<file path="config.mk">
export PLATFORM = sky130hd
export DESIGN_NAME = instruction_fetch_sequencer
export DESIGN_NICKNAME = d
export VERILOG_FILES = /design/src/rtl/ifs_pkg.sv /design/src/rtl/ifs_wait_timer.sv /design/src/rtl/instruction_fetch_sequencer.sv
export SDC_FILE = /design/constraint.sdc
export NUM_CORES = 1
export LEC_CHECK = 0
export ABC_CLOCK_PERIOD_IN_PS = 4900
export CORE_ASPECT_RATIO = 1.5
export CORE_MARGIN = 2
export CORE_UTILIZATION = 35
export CTS_CLUSTER_DIAMETER = 30
export CTS_CLUSTER_SIZE = 12
export DETAILED_ROUTE_END_ITERATION = 10
export PLACE_DENSITY = 0.55
export SLEW_MARGIN = 5
export SYNTH_ARGS = -nofsm -noshare
export SYNTH_HDL_FRONTEND = slang
export SYNTH_HIERARCHICAL = 1
export SYNTH_SLANG_ARGS = --single-unit
</file>
<file path="constraint.sdc">
create_clock -name Clock -period 4.9 [get_ports Clock]
set_input_delay 0.49 -clock Clock [delete_from_list [all_inputs] [get_ports Clock]]
set_output_delay 0.49 -clock Clock [all_outputs]
set_load 0.005 [all_outputs]
</file>
<file path="src/rtl/ifs_pkg.sv">
// Shared types and constants for the instruction fetch sequencer.
package ifs_pkg;

    typedef enum logic [2:0] {
        IDLE    = 3'd0,
        REQ_LO  = 3'd1,
        WAIT_LO = 3'd2,
        REQ_HI  = 3'd3,
        WAIT_HI = 3'd4,
        DONE    = 3'd5
    } ifs_state_t;

    localparam logic LH_LO = 1'b0;
    localparam logic LH_HI = 1'b1;

    localparam int MEM_LAT_MAX = 7;
    localparam int CNT_W       = 3;

endpackage

</file>
<file path="src/rtl/ifs_wait_timer.sv">
// Memory-latency down-counter: load, decrement to zero, flag the last count and zero.
module ifs_wait_timer
    import ifs_pkg::*;
(
    input  logic             Clock,
    input  logic             Reset,
    input  logic             load,
    input  logic [CNT_W-1:0] load_val,
    input  logic             dec,
    output logic             zero,
    output logic             last
);

    logic [CNT_W-1:0] count;

    always_ff @(posedge Clock) begin
        if (Reset) begin
            count <= '0;
        end else if (load) begin
            count <= load_val;
        end else if (dec && (count != '0)) begin
            count <= count - 1'b1;
        end
    end

    assign zero = (count == '0);
    assign last = (count == CNT_W'(1));

endmodule

</file>
<file path="src/rtl/instruction_fetch_sequencer.sv">
// Fetches a 16-bit instruction as two bytes from program memory into the IR and owns the PC.
// Optional: define IFS_BIG_ENDIAN_EN to route the lower-address byte to the IR high half.
//
// state   | meaning
// IDLE    | waiting for Start
// REQ_LO  | first byte read strobe, PC advances
// WAIT_LO | waiting on memory latency for the first byte
// REQ_HI  | second byte read strobe, first byte written to IR
// WAIT_HI | waiting for the second byte, then its IR write cycle
// DONE    | Done pulse, IR holds the full word
module instruction_fetch_sequencer
    import ifs_pkg::*;
#(
    parameter int                ADDR_W   = 8,
    parameter int                MEM_LAT  = 1,
    parameter logic [ADDR_W-1:0] RESET_PC = '0
) (
    input  logic              Clock,
    input  logic              Reset,
    input  logic              Start,
    input  logic              PCLoad,
    input  logic [ADDR_W-1:0] PCIn,
    output logic              MemRead,
    output logic [ADDR_W-1:0] MemAddr,
    input  logic [7:0]        MemData,
    output logic [7:0]        IR_I,
    output logic              IR_LH,
    output logic              IR_Write,
    output logic [ADDR_W-1:0] PC,
    output logic              Busy,
    output logic              Done
);

`ifdef IFS_BIG_ENDIAN_EN
    localparam logic FIRST_LH = LH_HI;
`else
    localparam logic FIRST_LH = LH_LO;
`endif
    localparam logic SECOND_LH = ~FIRST_LH;

    localparam int              LAT_CLAMP = (MEM_LAT > MEM_LAT_MAX) ? MEM_LAT_MAX : MEM_LAT;
    localparam logic [CNT_W-1:0] LAT      = CNT_W'(LAT_CLAMP);

    ifs_state_t        state;
    logic [ADDR_W-1:0] pend_pc;
    logic              pend_vld;
    logic [ADDR_W-1:0] start_addr;
    logic              tmr_load;
    logic              tmr_dec;
    logic              tmr_zero;
    logic              tmr_last;

    // A PCLoad arriving with Start redirects the very first read.
    assign start_addr = PCLoad ? PCIn : PC;
    assign tmr_load   = (state == REQ_LO) || (state == REQ_HI);
    assign tmr_dec    = (state == WAIT_LO) || (state == WAIT_HI);

    ifs_wait_timer u_wait_timer (
        .Clock    (Clock),
        .Reset    (Reset),
        .load     (tmr_load),
        .load_val (LAT),
        .dec      (tmr_dec),
        .zero     (tmr_zero),
        .last     (tmr_last)
    );

    always_ff @(posedge Clock) begin
        if (Reset) begin
            state    <= IDLE;
            PC       <= RESET_PC;
            pend_pc  <= '0;
            pend_vld <= 1'b0;
            MemRead  <= 1'b0;
            MemAddr  <= '0;
            IR_I     <= '0;
            IR_LH    <= 1'b0;
            IR_Write <= 1'b0;
            Busy     <= 1'b0;
            Done     <= 1'b0;
        end else begin
            MemRead  <= 1'b0;
            IR_Write <= 1'b0;
            Done     <= 1'b0;

            if (Busy && PCLoad) begin
                pend_pc  <= PCIn;
                pend_vld <= 1'b1;
            end

            case (state)
                IDLE, DONE: begin
                    if (PCLoad) begin
                        PC <= PCIn;
                    end
                    if (Start) begin
                        state   <= REQ_LO;
                        Busy    <= 1'b1;
                        MemRead <= 1'b1;
                        MemAddr <= start_addr;
                    end else begin
                        state <= IDLE;
                    end
                end
                REQ_LO: begin
                    PC    <= PC + ADDR_W'(1);
                    state <= WAIT_LO;
                end
                WAIT_LO: begin
                    if (tmr_last) begin
                        IR_I     <= MemData;
                        IR_LH    <= FIRST_LH;
                        IR_Write <= 1'b1;
                        state    <= REQ_HI;
                        MemRead  <= 1'b1;
                        MemAddr  <= PC;
                    end
                end
                REQ_HI: begin
                    PC    <= PC + ADDR_W'(1);
                    state <= WAIT_HI;
                end
                WAIT_HI: begin
                    if (tmr_last) begin
                        IR_I     <= MemData;
                        IR_LH    <= SECOND_LH;
                        IR_Write <= 1'b1;
                    end else if (tmr_zero) begin
                        // High-byte write cycle; a pending PC load overrides the +2 result here.
                        state    <= DONE;
                        Busy     <= 1'b0;
                        Done     <= 1'b1;
                        pend_vld <= 1'b0;
                        if (PCLoad) begin
                            PC <= PCIn;
                        end else if (pend_vld) begin
                            PC <= pend_pc;
                        end
                    end
                end
                default: begin
                    state <= IDLE;
                end
            endcase
        end
    end

endmodule

</file>
==> results.yml, run 1 <==
cells_and_area:
  final_nets: 332
  antennaDiodeCount: 0
  final_core_util: 0.457
  fillers: 660
  stdcell_count: 385
  areaGrowthSynthToFinish_pct: 26.0
  drive_gt1_frac: 0.0841
pwr:
  vdd_ir_drop_max_uv: 162
  p_int_w: 0.000795
  p_comb_frac: 0.335
  seq_power_share: 0.407
  p_clk_frac: 0.258
  p_leak_nw: 1.10
  power_density_mw_per_mm2: 402
  p_sw_w: 0.000397
  switching_share: 0.333
yosys:
  synthCells: 269
  ys_async_sr_fraction: 0
  synth_cell_types: 55
  synth_area_mm2: 0.00235
  seq_area_frac_synth: 0.374
  synth_area_per_cell_um2: 8.74
  ys_seq_elements: 44
  synth_flop_cell: "dfxtp_1"
  synth_edf_count: 0
  yosysWarnings: 6
sta:
  clock_skew_ps: 6.84
  rsz0062_at_grt: "false"
  worst_slack_ps: 2690
  setup_violations: 0
  tns_ps: 0
  period_share: 0.451
  slew_violations: 0
  fmax_mhz: 453
  fin_crit_ps: 2210
  worst_pin_slew_ps: 946
  hold_viol: 0
  slew_headroom: 0.369
placed_design:
  port-buffer-count: 48
  dp_cells: 377
  dpl.hpwl_um: 4300
  dp_slack_ps: 2530
  gp_congestion: 0.886
hold_path:
  hold_path_class: "reg2reg"
floorplanning:
  fp.coreArea_mm2: 0.00649
  die_h_um: 104
  dieArea_mm2: 0.00741
  die_w_um: 70.9
  rows: 36
  start_util: 0.363
  pin_count: 49
clocking:
  cts_root_buffer: "clkbuf_8"
  holdBufCountCts: 0
  cts_buffers: 5
  clock_tree.buffer_depth: 2
  cts_setup_buffers: 0
  clock_sinks: 44
  cts_tree: "built"
  ctsHtreeMaxLevel: 2
  clkLatencyLatePin_ps: 300
  cts_resized: 0
  clkSlewWorstSetupHoldPaths_ps: 90
global_routing:
  first_global_vias: 2038
  grt_max_degree: 48
  overflow: 0
  grt_usage: 0.167
  grt_pass1_wl_um: 9980
  antenna_found_initial: 0
routing:
  wirelength_um: 5990
  final_antenna_net_count: 0
  wl_per_cell_um: 15.6
  first_pass_iters: 4
  drt_iter0_drc: 153
  drc: 0
  vias_per_cell: 5.43
  vias: 2089
critical_path:
  critPathCaptureType: "flop"
  startpoint_type: "flop"
  worstPathArrival_ps: 2420
  crit_type: "reg2reg"
  crit_fanout: 16
  cp_data_required_time_ps: 5110
outcome:
  status: "finished, final reports clean"
job:
  maxCapViolCount: 0
[flip-flops by register name, indices dropped and copies added, names as in the netlist]
name                flops
state                   3
IR_I                    8
PC                      8
IR_LH                   1
pend_vld                1
Busy                    1
MemAddr                 8
Done                    1
MemRead                 1
IR_Write                1
pend_pc                 8
u_wait_timer/count      3
[per-layer routing]
metal | share of wire | up-vias | GRT usage
li1 | - | 1042 | -
met1 | 0.42 | 962 | 0.201
met2 | 0.51 | 71 | 0.286
met3 | 0.048 | 14 | 0.0300
met4 | 0.026 | 0 | 0.0687
met5 | 0 | - | 0
[logic make-up after synthesis]
kind of cell             Yosys count  synth area share
multiplexers                      23            0.0984
flip-flops                        44             0.374
AO/OA/AOI/OAI                     69             0.222
AND/OR/NAND/NOR                   93             0.204
buffers and inverters             30            0.0617
XOR/XNOR                           4            0.0149
other                              2           0.00319
adder cells (fa/ha/maj)            4            0.0213
[final timing paths]
check	from	to	slack (ps)	cells past startpoint
hold reg to reg	pend_pc[1]	pend_pc[1]	460	2
setup / recovery	state[0]	PC[4]	2690	5
setup reg to reg	state[0]	PC[4]	2690	5
hold / removal	pend_pc[1]	pend_pc[1]	460	2
[critical path, stage by stage, from the launching register on]
cell,delay [ps]
dfxtp_1,620
nand2b_1,380
inv_1,460
nor2_1,190
or3_1,360
o32ai_1,110
[layout make-up]
class,instances,area [µm²],share of cell area
clock inverters,1,30.0,0.0101
repair buffers,50,490,0.165
inverters,11,41.3,0.0139
multi-input cells,196,1330,0.449
flip-flops and latches,44,881,0.297
clock buffers,7,96.3,0.0325
well taps,76,95.1,0.0321
[metrics by stage]
| stage | area (µm²) | hold WS (ps) | total power [W] |
|---|---|---|---|
| 2_1_floorplan | 2360 | 432 | 0.000753 |
| 3_3_place_gp | 2840 | 442 | 0.000894 |
| 3_5_place_dp | 2840 | 448 | 0.000896 |
| 4_1_cts | 2960 | 462 | 0.00121 |
| 5_1_grt | 2960 | 482 | 0.00127 |
| 6_report | 2960 | 457 | 0.00119 |
[power groups by stage]
stage	clock [W]	sequential, W	combinational [W]
floorplan	0	0.000463	0.000290
global placement	0	0.000493	0.000401
detailed placement	0	0.000494	0.000403
CTS	0.000316	0.000486	0.000405
global route	0.000325	0.000495	0.000448
finish	0.000307	0.000485	0.000400
[synth_stat cells, types with 2 or more instances]
cell type / number / area (µm²)
mux2i_1: 22 / 220
nand2_1: 16 / 60.1
nand2b_1: 5 / 31.3
nor3_1: 8 / 40.0
a21oi_1: 19 / 95.1
or3_1: 2 / 12.5
a311oi_1: 2 / 17.5
a21o_1: 2 / 15.0
conb_1: 2 / 7.51
dfxtp_1: 44 / 881
a21boi_0: 2 / 15.0
nor2_1: 26 / 97.6
and3_1: 3 / 18.8
buf_2: 8 / 40.0
nor4_1: 3 / 18.8
o21ai_2: 2 / 17.5
xnor2_1: 3 / 26.3
a31oi_1: 4 / 25.0
a311o_1: 2 / 20.0
inv_1: 11 / 41.3
nand4_1: 2 / 12.5
nand3b_1: 2 / 15.0
a211oi_1: 3 / 22.5
a221oi_1: 2 / 17.5
o21ai_0: 5 / 25.0
o21ai_1: 2 / 10.0
ha_1: 4 / 50.1
nand3_1: 11 / 55.1
clkbuf_1: 8 / 30.0
o21a_1: 3 / 22.5
a211oi_2: 8 / 100
nand4b_1: 2 / 17.5
buf_6: 3 / 33.8
nor2b_1: 7 / 43.8
[cells in the final DEF (no fill, tap or decap), types with 2 or more instances in the layout]
master | synthesis | final
nand3_1 | 11 | 11
conb_1 | 2 | 3
a21boi_0 | 2 | 2
clkdlybuf4s50_1 | 0 | 47
nor2_1 | 26 | 26
o21ai_2 | 2 | 2
a211oi_2 | 8 | 8
a211oi_1 | 3 | 3
a21o_1 | 2 | 2
nand4_1 | 2 | 2
o21ai_1 | 2 | 2
nand2b_1 | 5 | 5
clkbuf_8 | 0 | 7
or3_1 | 2 | 2
a311oi_1 | 2 | 2
nor4_1 | 3 | 3
nor3_1 | 8 | 8
a221oi_1 | 2 | 2
a311o_1 | 2 | 2
mux2i_1 | 22 | 22
dfxtp_1 | 44 | 44
ha_1 | 4 | 4
buf_4 | 0 | 2
o21ai_0 | 5 | 5
inv_1 | 11 | 11
o21a_1 | 3 | 3
nor2b_1 | 7 | 7
a21oi_1 | 19 | 19
and3_1 | 3 | 3
a31oi_1 | 4 | 4
nand3b_1 | 2 | 2
xnor2_1 | 3 | 3
nand4b_1 | 2 | 2
nand2_1 | 16 | 16
(Power assumes the default switching activity.)
==> run 2, diff against run 1 <==
--- a/config.mk
+++ b/config.mk
@@ -5,14 +5,14 @@
 export SDC_FILE = /design/constraint.sdc
 export NUM_CORES = 1
 export LEC_CHECK = 0
-export ABC_CLOCK_PERIOD_IN_PS = 4900
+export ABC_CLOCK_PERIOD_IN_PS = 1900
 export CORE_ASPECT_RATIO = 1.5
 export CORE_MARGIN = 2
 export CORE_UTILIZATION = 35
 export CTS_CLUSTER_DIAMETER = 30
 export CTS_CLUSTER_SIZE = 12
 export DETAILED_ROUTE_END_ITERATION = 10
-export PLACE_DENSITY = 0.55
+export PLACE_DENSITY = 0.57
 export SLEW_MARGIN = 5
 export SYNTH_ARGS = -nofsm -noshare
 export SYNTH_HDL_FRONTEND = slang
==> constraint.sdc (replaced) <==
create_clock -name Clock -period 1.9 [get_ports Clock]
set_input_delay 0.19 -clock Clock [delete_from_list [all_inputs] [get_ports Clock]]
set_output_delay 0.19 -clock Clock [all_outputs]
set_load 0.005 [all_outputs]
==> results.yml, run 2 (same netlist as run 1, synthesis figures left out) <==
outcome:
  status: "finished, final reports clean"
placed_design:
  gp_congestion: 0.863
  dpl.hpwl_um: 4480
  port-buffer-count: 48
  dp_cells: 395
routing:
  drc: 0
  wl_per_cell_um: 15.1
  first_pass_iters: 4
  vias_per_cell: 5.34
  vias: 2151
  drt_iter0_drc: 132
  final_antenna_net_count: 0
  wirelength_um: 6070
sta:
  fin_crit_ps: 1840
  fmax_mhz: 545
  period_share: 0.966
  hold_viol: 0
  rsz0062_at_grt: "true"
  slew_violations: 0
  clock_skew_ps: 6.73
  setup_violations: 0
  slew_headroom: 0.630
  worst_pin_slew_ps: 555
  tns_ps: 0
floorplanning:
  dieArea_mm2: 0.00741
  die_h_um: 104
  die_w_um: 70.9
  pin_count: 49
  start_util: 0.363
  fp.coreArea_mm2: 0.00649
  rows: 36
cells_and_area:
  layout.cells.most_common: "clkdlybuf4s50_1"
  mostFrequentLayoutCells: "clkdlybuf4s50_1, dfxtp_1, nor2_1, mux2i_1, a21oi_1"
  antennaDiodeCount: 0
  fillers: 655
  final_nets: 350
  drive_gt1_frac: 0.138
  stdcell_count: 403
  areaGrowthSynthToFinish_pct: 32.2
clocking:
  clkSlewWorstSetupHoldPaths_ps: 80
  clkLatencyLatePin_ps: 300
  cts_buffers: 5
  clock_tree.buffer_depth: 2
  holdBufCountCts: 0
  cts_tree: "built"
  ctsHtreeMaxLevel: 2
  cts_setup_buffers: 0
  cts_root_buffer: "clkbuf_8"
  clock_sinks: 44
critical_path:
  critical_path_buf_inv_count: 1
  cp_data_required_time_ps: 2130
  startpoint_type: "flop"
  cp_slowest_stage_delay_ps: 370
  path_depth: 7
  worstPathCellList: "inv_1, ha_1, and2b_2, nand2b_1, o21a_4, or3_1, o21ai_1"
  path_delay_family: "simple AND/OR/NAND/NOR gates"
  cpMaxStageDelayCell: "or3_1"
  worstPathArrival_ps: 2060
  critPathCaptureType: "flop"
  crit_type: "reg2reg"
  reg2reg_depth: 7
  crit_fanout: 7
global_routing:
  grt_usage: 0.170
  antenna_found_initial: 0
  first_global_vias: 2123
  grt_max_degree: 26
  overflow: 0
  grt_pass1_wl_um: 10200
hold_path:
  holdPathStages: 2
  hold_path_class: "in2reg"
pwr:
  p_leak_nw: 1.18
  vdd_ir_drop_max_uv: 486
  power_density_mw_per_mm2: 970
job:
  maxCapViolCount: 0
-- run 2: changes by cell type in the layout (fill, tap and decap cells not counted), sizes merged --
cell,change
clkinvlp,+1
buf,+18
bufinv,-1
-- run 2: worst paths after layout --
kind | end | start | slack, ps
max | PC[5] | u_wait_timer/count[1] | 60
min | pend_pc[7] | Reset | 390
max reg2reg | PC[5] | u_wait_timer/count[1] | 60
min reg2reg | pend_pc[4] | pend_pc[4] | 460
-- run 2: layer usage --
layer	track usage	vias to the layer above	wire length, µm
li1	-	1074	-
met1	0.199	1010	2600
met2	0.298	56	3100
met4	0.0741	0	127
met3	0.0291	11	240
met5	0	-	0
-- run 2: timing repair --
action / 4_1_cts / 5_1_grt
endpoints found under the setup margin: 5 / 4
pin swaps: 0 / 1
gates resized for setup: 1 / 3
-- run 2: stage by stage --
stage	setup slack [ps]	hold WS [ps]	total power [W]	area, µm²	utilization
after floorplan	172	269	0.00194	2360	-
final	63.8	389	0.00302	3110	0.480
after CTS	7.34	374	0.00305	3100	0.478
after detailed placement	-27.3	450	0.00241	3000	0.462
after global routing	-3.43	391	0.00322	3110	0.480
after global placement	40.9	443	0.00240	3000	0.462
-- run 2: area by class of cell --
type	instances	area [µm²]	share of cell area
clock buffers	7	86.3	0.0278
repair buffers	68	651	0.209
multi-input cells	196	1350	0.434
well taps	76	95.1	0.0306
clock inverters	1	7.51	0.00241
inverters	11	41.3	0.0133
flip-flops and latches	44	881	0.283
-- run 2: where the power goes --
group	total, W	internal (W)	switching, W	leakage [nW]
clock network	0.000626	0.000296	0.000330	0.0445
registers	0.00121	0.00106	0.000148	0.360
logic	0.00118	0.000604	0.000576	0.776
total	0.00302	0.00196	0.00105	1.18
==> run 3, diff against run 2 <==
--- a/config.mk
+++ b/config.mk
@@ -13,6 +13,7 @@
 export CTS_CLUSTER_SIZE = 12
 export DETAILED_ROUTE_END_ITERATION = 10
 export PLACE_DENSITY = 0.57
+export SKIP_CTS_REPAIR_TIMING = 1
 export SLEW_MARGIN = 5
 export SYNTH_ARGS = -nofsm -noshare
 export SYNTH_HDL_FRONTEND = slang
==> results.yml, run 3 (same netlist as run 1, synthesis figures left out) <==
routing:
  first_pass_iters: 4
  wl_per_cell_um: 15.1
  vias: 2139
  drt_iter0_drc: 145
  final_antenna_net_count: 0
  vias_per_cell: 5.31
  wirelength_um: 6080
  drc: 0
floorplanning:
  dieArea_mm2: 0.00741
  pin_count: 49
  start_util: 0.363
  rows: 36
  die_h_um: 104
  fp.coreArea_mm2: 0.00649
  die_w_um: 70.9
clocking:
  cts_root_buffer: "clkbuf_8"
  cts_buffers: 5
  clock_sinks: 44
  cts_tree: "built"
  clkLatencyLatePin_ps: 300
  ctsHtreeMaxLevel: 2
  clock_tree.buffer_depth: 2
  clkSlewWorstSetupHoldPaths_ps: 80
cells_and_area:
  final_nets: 350
  fillers: 655
  fin_area_mm2: 0.00312
  antennaDiodeCount: 0
  layout.cells.most_common: "clkdlybuf4s50_1"
  register_area_um2: 881
  mostFrequentLayoutCells: "clkdlybuf4s50_1, dfxtp_1, nor2_1, mux2i_1, a21oi_1"
  drive_gt1_frac: 0.141
  multi_input_area_mm2: 0.00136
  areaGrowthSynthToFinish_pct: 32.6
critical_path:
  worstPathArrival_ps: 2050
  cp_data_required_time_ps: 2150
  reg2reg_slack_ps: 90
  startpoint_type: "flop"
  reg2reg_depth: 4
  crit_fanout: 12
  r2r-start: "state[1]"
  r2r_end: "PC[7]"
  crit_type: "reg2reg"
  critPathCaptureType: "flop"
global_routing:
  overflow: 0
  antenna_found_initial: 0
  grt_pass1_wl_um: 10200
  grt_usage: 0.170
  grt_max_degree: 26
  first_global_vias: 2122
sta:
  slew_headroom: 0.637
  fin_crit_ps: 1810
  setup_violations: 0
  period_share: 0.952
  fmax_mhz: 553
  worst_slack_ps: 92.1
  slew_violations: 0
  clock_skew_ps: 5.31
  worst_pin_slew_ps: 545
  hold_viol: 0
  rsz0062_at_grt: "false"
hold_path:
  worstHoldEndpoint: "pend_pc[7]"
  holdPathStages: 2
  hold_start: "Reset"
  hold_path_class: "in2reg"
pwr:
  p_leak_nw: 1.18
  vdd_ir_drop_max_uv: 487
  power_density_mw_per_mm2: 973
placed_design:
  dp_slack_ps: -27.3
  placed_area_mm2: 0.00300
  dpl.hpwl_um: 4480
  gp_congestion: 0.863
  port-buffer-count: 48
outcome:
  status: "finished, final reports clean"
job:
  maxCapViolCount: 0
-- run 3: cell counts in the layout (fill, tap and decap cells not counted) --
Identical to the previous run, type by type.
-- run 3: worst max-delay path, cell delays in order (launching register included) --
cell and delay (ps):
dfxtp_1 450, or3b_1 530, mux2i_1 150, a2111oi_0 430, a22o_1 190
-- run 3: layout make-up --
cell class,count,area share
Clock buffer,7,0.0277
Clock inverter,1,0.00241
Inverter,11,0.0132
Multi-Input combinational cell,196,0.435
Sequential cell,44,0.283
Tap cell,76,0.0305
Timing Repair Buffer,68,0.209
-- run 3: worst max path at each step --
stage	to	start	cells past startpoint	slack, ps
final	PC[7]	state[1]	4	90
after global routing	u_wait_timer/count[2]	state[1]	5	9
after CTS	MemAddr[6]	u_wait_timer/count[1]	7	-30
after detailed placement	MemAddr[4]	u_wait_timer/count[1]	7	-30
after global placement	PC[5]	u_wait_timer/count[1]	7	40
after floorplan	PC[6]	u_wait_timer/count[1]	7	170
-- run 3: power by group --
group | internal, W | switching [W] | total (W)
registers | 0.00106 | 0.000147 | 0.00121
logic | 0.000614 | 0.000583 | 0.00120
clock network | 0.000296 | 0.000331 | 0.000627
-- run 3: layer usage --
metal,up-vias,wire (µm),track usage
met5,-,0,0
met4,0,127,0.0741
met3,11,241,0.0291
met2,57,3110,0.297
met1,996,2600,0.201
li1,1075,-,-
-- run 3: metrics by stage --
stage / util / hold slack (ps) / setup TNS (ps) / power [W] / std cells
floorplan: - / 269 / 0 / 0.00194 / 270
global placement: 0.462 / 443 / 0 / 0.00240 / 395
detailed placement: 0.462 / 450 / -39.0 / 0.00241 / 395
CTS: 0.477 / 374 / -69.4 / 0.00304 / 403
global route: 0.481 / 391 / 0 / 0.00324 / 403
finish: 0.481 / 380 / 0 / 0.00303 / 403
